### src/rtl/cnn_pkg.sv
// rtl/cnn_pkg.sv - shared state type and default sizes for the CNN frame scheduler
package cnn_pkg;

  localparam int IMG_PIXELS_DEFAULT = 1024;
  localparam int PIX_W_DEFAULT      = 8;
  localparam int RES_W_DEFAULT      = 48;

  typedef enum logic [2:0] {
    IDLE,
    START,
    STREAM,
    WAIT_RES,
    HOLD_RES
  } sched_state_t;

endpackage

### src/rtl/cnn_result_holder.sv
// rtl/cnn_result_holder.sv - one-entry valid/ready register holding the core result until consumed
module cnn_result_holder
  import cnn_pkg::*;
#(
  parameter int RES_W = RES_W_DEFAULT
) (
  input  logic                    clk,
  input  logic                    rst,
  input  logic                    i_capture,
  input  logic signed [RES_W-1:0] i_data,
  input  logic                    i_ready,
  output logic                    o_valid,
  output logic signed [RES_W-1:0] o_data
);

  logic                    r_valid;
  logic signed [RES_W-1:0] r_data;

  // Data stays put after consumption; only the valid flag is cleared.
  always_ff @(posedge clk or posedge rst) begin
    if (rst) begin
      r_valid <= 1'b0;
      r_data  <= '0;
    end else if (i_capture) begin
      r_valid <= 1'b1;
      r_data  <= i_data;
    end else if (r_valid && i_ready) begin
      r_valid <= 1'b0;
    end
  end

  assign o_valid = r_valid;
  assign o_data  = r_data;

endmodule

### src/rtl/cnn_frame_scheduler.sv
// rtl/cnn_frame_scheduler.sv - frame scheduler in front of the CNN core; optional result timeout via CNN_SCHED_TIMEOUT_EN
module cnn_frame_scheduler
  import cnn_pkg::*;
#(
  parameter int IMG_PIXELS     = IMG_PIXELS_DEFAULT,
  parameter int PIX_W          = PIX_W_DEFAULT,
  parameter int RES_W          = RES_W_DEFAULT,
  parameter int TIMEOUT_CYCLES = 4096
) (
  input  logic                    clk,
  input  logic                    rst,
  input  logic                    i_enable,
  input  logic                    s_pix_valid,
  input  logic [PIX_W-1:0]        s_pix_data,
  output logic                    s_pix_ready,
  output logic                    core_start,
  output logic                    core_pix_valid,
  output logic [PIX_W-1:0]        core_pix_data,
  input  logic                    core_res_valid,
  input  logic signed [RES_W-1:0] core_res_data,
  output logic                    m_res_valid,
  output logic signed [RES_W-1:0] m_res_data,
  input  logic                    m_res_ready,
  output logic                    o_busy,
  output logic [15:0]             o_frame_cnt,
  output logic                    o_timeout
);

  localparam int CNT_W = $clog2(IMG_PIXELS + 1);

  if (TIMEOUT_CYCLES < 1) begin : g_bad_timeout
    $error("cnn_frame_scheduler: TIMEOUT_CYCLES must be at least 1");
  end

  sched_state_t     r_state;
  sched_state_t     w_next;
  logic             r_busy;
  logic [CNT_W-1:0] r_pix_cnt;
  logic             r_pix_valid;
  logic [PIX_W-1:0] r_pix_data;
  logic [15:0]      r_frame_cnt;

  logic w_start;
  logic w_pix_ready;
  logic w_capture;
  logic w_pix_hs;
  logic w_last_pix;
  logic w_res_valid;
  logic w_res_hs;
  logic w_timeout_hit;

  assign w_pix_hs   = s_pix_valid & w_pix_ready;
  assign w_last_pix = w_pix_hs && (r_pix_cnt == CNT_W'(IMG_PIXELS - 1));
  assign w_res_hs   = w_res_valid & m_res_ready;

  // State register; busy is registered from the next state so it tracks the state exactly.
  always_ff @(posedge clk or posedge rst) begin
    if (rst) begin
      r_state <= IDLE;
      r_busy  <= 1'b0;
    end else begin
      r_state <= w_next;
      r_busy  <= (w_next != IDLE);
    end
  end

  always_comb begin
    w_next = r_state;
    case (r_state)
      IDLE:     if (i_enable) w_next = START;
      START:    w_next = STREAM;
      STREAM:   if (w_last_pix) w_next = WAIT_RES;
      WAIT_RES: begin
        if (core_res_valid)     w_next = HOLD_RES;
        else if (w_timeout_hit) w_next = IDLE;
      end
      HOLD_RES: if (w_res_hs) w_next = i_enable ? START : IDLE;
      default:  w_next = IDLE;
    endcase
  end

  always_comb begin
    w_start     = (r_state == START);
    w_pix_ready = (r_state == STREAM);
    w_capture   = (r_state == WAIT_RES) && core_res_valid;
  end

  always_ff @(posedge clk or posedge rst) begin
    if (rst) begin
      r_pix_valid <= 1'b0;
      r_pix_data  <= '0;
      r_pix_cnt   <= '0;
    end else begin
      r_pix_valid <= w_pix_hs;
      if (w_pix_hs) begin
        r_pix_data <= s_pix_data;
        r_pix_cnt  <= r_pix_cnt + 1'b1;
      end else if (w_start) begin
        r_pix_cnt <= '0;
      end
    end
  end

  always_ff @(posedge clk or posedge rst) begin
    if (rst) begin
      r_frame_cnt <= '0;
    end else if (w_res_hs) begin
      r_frame_cnt <= r_frame_cnt + 16'd1;
    end
  end

`ifdef CNN_SCHED_TIMEOUT_EN
  localparam int TO_W = $clog2(TIMEOUT_CYCLES + 1);

  logic [TO_W-1:0] r_to_cnt;
  logic            r_timeout;

  // A result arriving on the final count takes priority over the timeout.
  assign w_timeout_hit = (r_state == WAIT_RES) && !core_res_valid &&
                         (r_to_cnt == TO_W'(TIMEOUT_CYCLES - 1));

  always_ff @(posedge clk or posedge rst) begin
    if (rst) begin
      r_to_cnt  <= '0;
      r_timeout <= 1'b0;
    end else begin
      if ((r_state == WAIT_RES) && !core_res_valid && !w_timeout_hit) begin
        r_to_cnt <= r_to_cnt + 1'b1;
      end else begin
        r_to_cnt <= '0;
      end
      if (w_timeout_hit) begin
        r_timeout <= 1'b1;
      end
    end
  end

  assign o_timeout = r_timeout;
`else
  assign w_timeout_hit = 1'b0;
  assign o_timeout     = 1'b0;
`endif

  cnn_result_holder #(
    .RES_W (RES_W)
  ) u_result_holder (
    .clk       (clk),
    .rst       (rst),
    .i_capture (w_capture),
    .i_data    (core_res_data),
    .i_ready   (m_res_ready),
    .o_valid   (w_res_valid),
    .o_data    (m_res_data)
  );

  assign s_pix_ready    = w_pix_ready;
  assign core_start     = w_start;
  assign core_pix_valid = r_pix_valid;
  assign core_pix_data  = r_pix_data;
  assign m_res_valid    = w_res_valid;
  assign o_busy         = r_busy;
  assign o_frame_cnt    = r_frame_cnt;

endmodule

### config.mk
export PLATFORM = sky130hd
export DESIGN_NAME = cnn_frame_scheduler
export DESIGN_NICKNAME = d
export VERILOG_FILES = /design/src/rtl/cnn_pkg.sv /design/src/rtl/cnn_result_holder.sv /design/src/rtl/cnn_frame_scheduler.sv
export SDC_FILE = /design/constraint.sdc
export NUM_CORES = 1
export LEC_CHECK = 0
export CAP_MARGIN = 20
export CORE_ASPECT_RATIO = 1.4
export CORE_UTILIZATION = 47
export DETAILED_ROUTE_END_ITERATION = 12
export PLACE_DENSITY = 0.87
export SLEW_MARGIN = 20
export SYNTH_ARGS = -nofsm -noshare
export SYNTH_HDL_FRONTEND = slang
export SYNTH_HIERARCHICAL = 1
export SYNTH_SLANG_ARGS = --single-unit
### constraint.sdc
create_clock -name clk -period 4.95 [get_ports clk]
set_clock_uncertainty 0.15 [all_clocks]
set_input_delay 0.99 -clock clk [delete_from_list [all_inputs] [get_ports clk]]
set_output_delay 0.99 -clock clk [all_outputs]
set_load 0.005 [all_outputs]
==> results of run 1 <==
## how the worst min path moves through the flow
stage | start | endpoint | slack (ps) | cells past startpoint
after floorplan | r_pix_cnt[9] | r_pix_cnt[9] | 300 | 1
after global placement | core_pix_data[3] | core_pix_data[3] | 310 | 2
after detailed placement | core_pix_data[1] | core_pix_data[1] | 310 | 2
after CTS | o_frame_cnt[15] | o_frame_cnt[15] | 330 | 1
after global routing | o_frame_cnt[13] | o_frame_cnt[13] | 360 | 1
final | o_frame_cnt[15] | o_frame_cnt[15] | 330 | 1
## final cells by class
class	count	area (sq um)	share of cell area
clock buffer	10	128	0.0240
clock inverter	5	104	0.0195
inverter	6	23.8	0.00447
multi-input combinational	177	1310	0.247
sequential	89	2230	0.419
tap	97	121	0.0228
timing repair buffer	140	1400	0.263
## routing by layer
layer | vias up | global-route usage | routed length [um]
li1 | 1243 | - | -
met1 | 1290 | 0.238 | 3120
met2 | 114 | 0.379 | 4130
met3 | 13 | 0.113 | 855
met4 | 0 | 0.0838 | 162
met5 | - | 0 | 0
## registers in the layout (all words and copies together), names as in the netlist
register / flops
o_busy: 1
u_result_holder/o_data: 48
u_result_holder/o_valid: 1
core_pix_valid: 1
r_pix_cnt: 11
r_state: 3
core_pix_data: 8
o_frame_cnt: 16
## logic make-up (layout without fill, tap and decap cells)
family	after synthesis	after routing
compound gates	20	20
xor+xnor	16	16
fa+ha+maj	2	2
buf+inv	15	161
flops	89	89
mux	50	50
other cells	1	1
simple gates	88	88
## stage by stage
stage,hold slack (ps),utilization,worst slack (ps)
2_1_floorplan,303,-,2640
6_report,325,0.717,1870
4_1_cts,332,0.717,1900
3_5_place_dp,313,0.686,1520
5_1_grt,364,0.717,1710
3_3_place_gp,308,0.686,1660
## worst max-delay path, cell delays in order
cell and delay (ps):
clkdlybuf4s50_1 470, nand4bb_1 540, inv_1 590, nand3_1 240, o211ai_1 220, o31ai_1 100
## power groups by stage
stage | clock, uW | sequential, uW | combinational (uW)
floorplan | 0 | 1200 | 446
global placement | 0 | 1190 | 1090
detailed placement | 0 | 1200 | 1120
CTS | 593 | 1190 | 1140
global route | 618 | 1230 | 1220
finish | 580 | 1190 | 1130
## cells in the final DEF (no fill, tap or decap), types with 4 or more instances in the layout
cell type	count
nand3_1	16
nand2_1	45
xor2_1	4
inv_1	5
mux2_2	40
nor2_1	7
xnor2_1	12
clkdlybuf4s50_1	138
nor3_1	5
dfrtp_1	89
mux2_4	9
clkbuf_8	9
o21ai_0	9
==> results by group, run 1 <==
Outcome
  • Status: completed

Route
  • DRC errors left: 0
  • Number of DRC markers in iteration 0: 90
  • Final ANT Viol Nets: 0
  • Wire per inst: 15.8 um
  • Drt first pass iters: 4
  • Final wirelength: 8270 um
  • Via count: 2660
  • Vias/cell: 5.08

Worst setup path
  • Worst setup SP type: input port
  • Endpoint class of the critical path: register
  • Worst r2r dst: r_pix_cnt[7]
  • Critical path class: input port to register
  • Capture point of the critical path: r_pix_cnt[7]
  • Critical Path Fanout Max: 17
  • Crit Reg-Reg Startpoint: r_state[2]
  • Crit path DAT: 3170 ps
  • R2R cell count: 5
  • Worst R2R Setup Slack: 2400 ps
  • CP required: 5040 ps
  • Critical path launch point: s_pix_valid

Synthesis
  • Mapped Nets: 345
  • Top-count cell post-synth: dfrtp_1
  • Largest family of logic cells by synthesized area: multiplexers
  • Share of the synthesized area in the top cell type: 0.615
  • Sequential-to-total area share from yosys stat: 0.615
  • Synth area leaders: dfrtp_1 (62%), mux2_2 (12%), nand2_1 (4.7%), mux2_4 (3.7%), xnor2_1 (2.9%)
  • Avg Cell Area, Syn: 12.9 sq um
  • #FFs+latches synth: 89
  • Syn Inst Count: 281
  • Mux cell area share after synthesis: 0.165
  • Mapped cell area: 0.00362 sq mm
  • Synth Flop Type: dfrtp_1
  • Post-synthesis compound-gate area fraction: 0.0356
  • Async S/R FF share, synth: 1.00
  • Post-synthesis simple-gate area fraction: 0.114
  • Post-Synth Adder-Cell Area: 0.00691
  • Post-synth cell types: 33
  • Top post-synthesis cells by count: dfrtp_1 (89), nand2_1 (45), mux2_2 (40), nand3_1 (16), xnor2_1 (12)
  • Synth Area in XOR/XNOR: 0.0387
  • Ys Warns: 6
  • Cell taking the most area after synthesis: dfrtp_1
  • Post-synth EDFFs: 0

Timing
  • Fin crit period: 3080 ps
  • Period utilisation layout: 0.622
  • Setup violators final: 0
  • Max-slew violation count: 0
  • Slew of the pin with the lowest slew margin: 820 ps
  • Total Negative Setup Slacks: 0 ps
  • Fmax: 325 MHz
  • Fin. Hold Viols: 0
  • Unrepaired setup endpoints after global routing: false
  • Max_slew headroom: 0.453

Job
  • Max-cap viol count: 0

Clock network
  • CTS clk-pin slew, worst paths: 80 ps
  • CTS tree: yes
  • Clk root buf: clkbuf_8
  • Setup bufs post-CTS: 0
  • Post-CTS Resized: 0
  • Depth of the CTS H-tree: 3
  • Clock Sinks: 89
  • Clock latency on the worst-skew pair: 360 ps
  • CTS Buf Count: 9
  • Bufs on Longest Clock Path: 2
  • CTS Hold Buffers Added: 0

Power
  • Combinational share of power: 0.389
  • Sw power: 813 uW
  • P_leak: 0.00230 uW
  • Clk pwr share: 0.200
  • Pwr/cell area: 546 mW/mm^2
  • Overall power: 2900 uW
  • Seq pwr share: 0.412
  • Max VDD drop: 394 uV
  • Switching share of total power: 0.280
  • Pint: 2090 uW

GRT
  • Remaining global-route overflow: 0
  • Global-route wire length before repair: 13700 um
  • Vias in the first global route: 2897
  • Initial antenna violation count: 0
  • Largest net degree at the start of global routing: 50
  • GRT Util Overall: 0.224

Floorplanning
  • Initial core utilization: 0.489
  • Die height: 106 um
  • # rows: 37
  • Core area: 0.00741 sq mm
  • Num ports: 140
  • Die area: 0.00806 sq mm
  • Die Span X: 76.2 um

Cells and area
  • Post-route design area: 0.00531 sq mm
  • Ratio of cells with drive above 1 in the final layout: 0.162
  • Final net count: 487
  • Final-layout fill cell count: 514
  • Fin cells: 524
  • Area Overhead vs Synth: 46.8%
  • # diodes: 0

Min path
  • Hold/Removal Path Class: register to register

Place
  • Placed instance area: 0.00508 sq mm
  • GP Congestion: 0.773
  • Port buffer count: 138
  • Hpwl dp: 5790 um
  • Placed cell count: 509
(Power assumes the default switching activity.)
==> run 2, diff against run 1 <==
--- a/config.mk
+++ b/config.mk
@@ -7,9 +7,9 @@
 export LEC_CHECK = 0
 export CAP_MARGIN = 20
 export CORE_ASPECT_RATIO = 1.4
-export CORE_UTILIZATION = 47
+export CORE_UTILIZATION = 39
 export DETAILED_ROUTE_END_ITERATION = 12
-export PLACE_DENSITY = 0.87
+export PLACE_DENSITY = 0.77
 export SLEW_MARGIN = 20
 export SYNTH_ARGS = -nofsm -noshare
 export SYNTH_HDL_FRONTEND = slang
==> constraint.sdc (replaced) <==
create_clock -name clk -period 2.7 [get_ports clk]
set_clock_uncertainty 0.15 [all_clocks]
set_input_delay 0.54 -clock clk [delete_from_list [all_inputs] [get_ports clk]]
set_output_delay 0.54 -clock clk [all_outputs]
set_load 0.005 [all_outputs]
==> run 2 against run 1 <==
Compared with the run above:
- global-route usage shrank 5.1 points
- final cell count rose by 2.9%
- sequential power increased by 83%
- via count is 0.90% lower
- critical endpoint is now core_start
- core utilization shrank 11 points
- clock-buffer cell count is the same
- largest cell class unchanged
- non-clock buffer count rose by 4
==> results by group, run 2 (synthesized netlist as in run 1, its figures left out) <==
Power
  • Max VDD drop: 613 uV (was 394 uV)
  • Overall power: 5480 uW (was 2900 uW)
  • P_leak: 0.00236 uW (was 0.00230 uW)
  • Pwr/cell area: 1010 mW/mm^2 (was 546 mW/mm^2)

Place
  • GP Congestion: 0.743 (was 0.773)
  • Port buffer count: 138 (unchanged)
  • Placed cell count: 523 (was 509)
  • Hpwl dp: 5840 um (was 5790 um)

Route
  • DRC errors left: 0 (unchanged)
  • Final wirelength: 7940 um (was 8270 um)
  • Final ANT Viol Nets: 0 (unchanged)
  • Number of DRC markers in iteration 0: 64 (was 90)
  • Drt first pass iters: 4 (unchanged)
  • Vias/cell: 4.89 (was 5.08)
  • Wire per inst: 14.7 um (was 15.8 um)
  • Via count: 2636 (was 2660)

Outcome
  • Status: completed (unchanged)

Cells and area
  • Fin cells: 539 (was 524)
  • Ratio of cells with drive above 1 in the final layout: 0.174 (was 0.162)
  • Most frequent cells in the layout: clkdlybuf4s50_1 (138), dfrtp_1 (89), nand2_1 (45) (unchanged)
  • # diodes: 0 (unchanged)
  • Final net count: 491 (was 487)
  • Most common cell after layout, fill and taps aside: clkdlybuf4s50_1 (unchanged)
  • Largest register FFs: 48 (unchanged)
  • Area Overhead vs Synth: 50.4% (was 46.8%)

Worst setup path
  • Endpoint class of the critical path: primary output (was register)
  • Crit path DAT: 1770 ps (was 3170 ps)
  • CP max stage delay: 510 ps (was 590 ps)
  • Crit path cell chain: nor2_1 > nand2_1 > inv_1 > clkdlybuf4s50_1 (was clkdlybuf4s50_1 > nand4bb_1 > inv_1 > nand3_1 > o211ai_1 > o31ai_1)
  • Worst setup SP type: register (was input port)
  • CP required: 2010 ps (was 5040 ps)
  • Slowest CP cell: clkdlybuf4s50_1 (was inv_1)
  • Critical Path Fanout Max: 8 (was 17)
  • Critical path class: register to primary output (was input port to register)

Timing
  • Fmax: 407 MHz
  • Hold Slack: 327 ps (was 325 ps)
  • Unrepaired setup endpoints after global routing: false (unchanged)
  • Setup violators final: 0 (unchanged)
  • Fin crit period: 2460 ps
  • Max-slew violation count: 0 (unchanged)
  • Fin. Hold Viols: 0 (unchanged)
  • Total Negative Setup Slacks: 0 ps (unchanged)
  • Period utilisation layout: 0.910

Floorplanning
  • Core area: 0.00903 sq mm (was 0.00741 sq mm)
  • Num ports: 140 (unchanged)
  • Die height: 116 um (was 106 um)
  • # rows: 41 (was 37)
  • Die area: 0.00968 sq mm (was 0.00806 sq mm)
  • Initial core utilization: 0.401 (was 0.489)
  • Die Span X: 83.4 um (was 76.2 um)

Clock network
  • Depth of the CTS H-tree: 3 (unchanged)
  • CTS tree: yes (unchanged)
  • Setup bufs post-CTS: 0 (unchanged)
  • CTS Buf Count: 9 (unchanged)
  • Clock latency on the worst-skew pair: 330 ps (was 360 ps)
  • Bufs on Longest Clock Path: 2 (unchanged)
  • CTS clk-pin slew, worst paths: 60 ps (was 80 ps)
  • Clk root buf: clkbuf_16 (was clkbuf_8)
  • Post-CTS Resized: 0 (unchanged)
  • CTS Hold Buffers Added: 0 (unchanged)
  • Clock Sinks: 89 (unchanged)

Job
  • Max-cap viol count: 0 (unchanged)

GRT
  • Vias in the first global route: 2729 (was 2897)
  • Global-route wire length before repair: 13000 um (was 13700 um)
  • GRT Util Overall: 0.173 (was 0.224)
  • Largest net degree at the start of global routing: 50 (unchanged)
  • Initial antenna violation count: 0 (unchanged)
  • Remaining global-route overflow: 0 (unchanged)

Min path
  • Hold/Removal Path Class: register to register (unchanged)
## run 2: cell type report
type	count	area (sq um)
well taps	107	134
inverters	6	22.5
multi-input cells	177	1310
repair buffers	144	1450
clock buffers	10	239
flip-flops and latches	89	2230
clock inverters	6	57.6
fillers	722	3580
## run 2: critical path: cells and delay by family, from the launching register on
| kind | cells | cell delay (ps) |
|---|---|---|
| simple gates | 2 | 320 |
| flops | 1 | 440 |
| buf+inv | 2 | 670 |
## run 2: report_power, final
| part | internal [uW] | switching [uW] |
|---|---|---|
| registers | 1850 | 324 |
| logic | 1390 | 688 |
| clock network | 735 | 487 |
## run 2: worst paths after layout
path                                 startpoint                         end  slack (ps)  cells past startpoint
worst max-delay path                 r_state[2]                  core_start         240                      4
worst min-delay path            o_frame_cnt[15]             o_frame_cnt[15]         330                      1
worst max register to register     r_pix_cnt[0]                      o_busy         780                      5
worst min register to register  o_frame_cnt[15]             o_frame_cnt[15]         330                      1
max in group asynchronous                   rst                r_pix_cnt[5]        1500                      3
min in group asynchronous                   rst  u_result_holder/o_data[25]         380                      2
## run 2: through the flow
step                      worst slack, ps  utilization  instance area [sq um]
after CTS                             223        0.603                   5440
after floorplan                       837            -                   3620
after global routing                  142        0.603                   5440
after detailed placement              406        0.570                   5150
final                                 244        0.603                   5440
after global placement                439        0.570                   5150
## run 2: routing by layer
| metal | global-route usage | vias to the layer above | part of all wire |
|---|---|---|---|
| li1 | - | 1252 | - |
| met1 | 0.196 | 1264 | 0.39 |
| met2 | 0.295 | 102 | 0.50 |
| met3 | 0.0520 | 18 | 0.075 |
| met4 | 0.0972 | 0 | 0.030 |
| met5 | 0 | - | 0 |
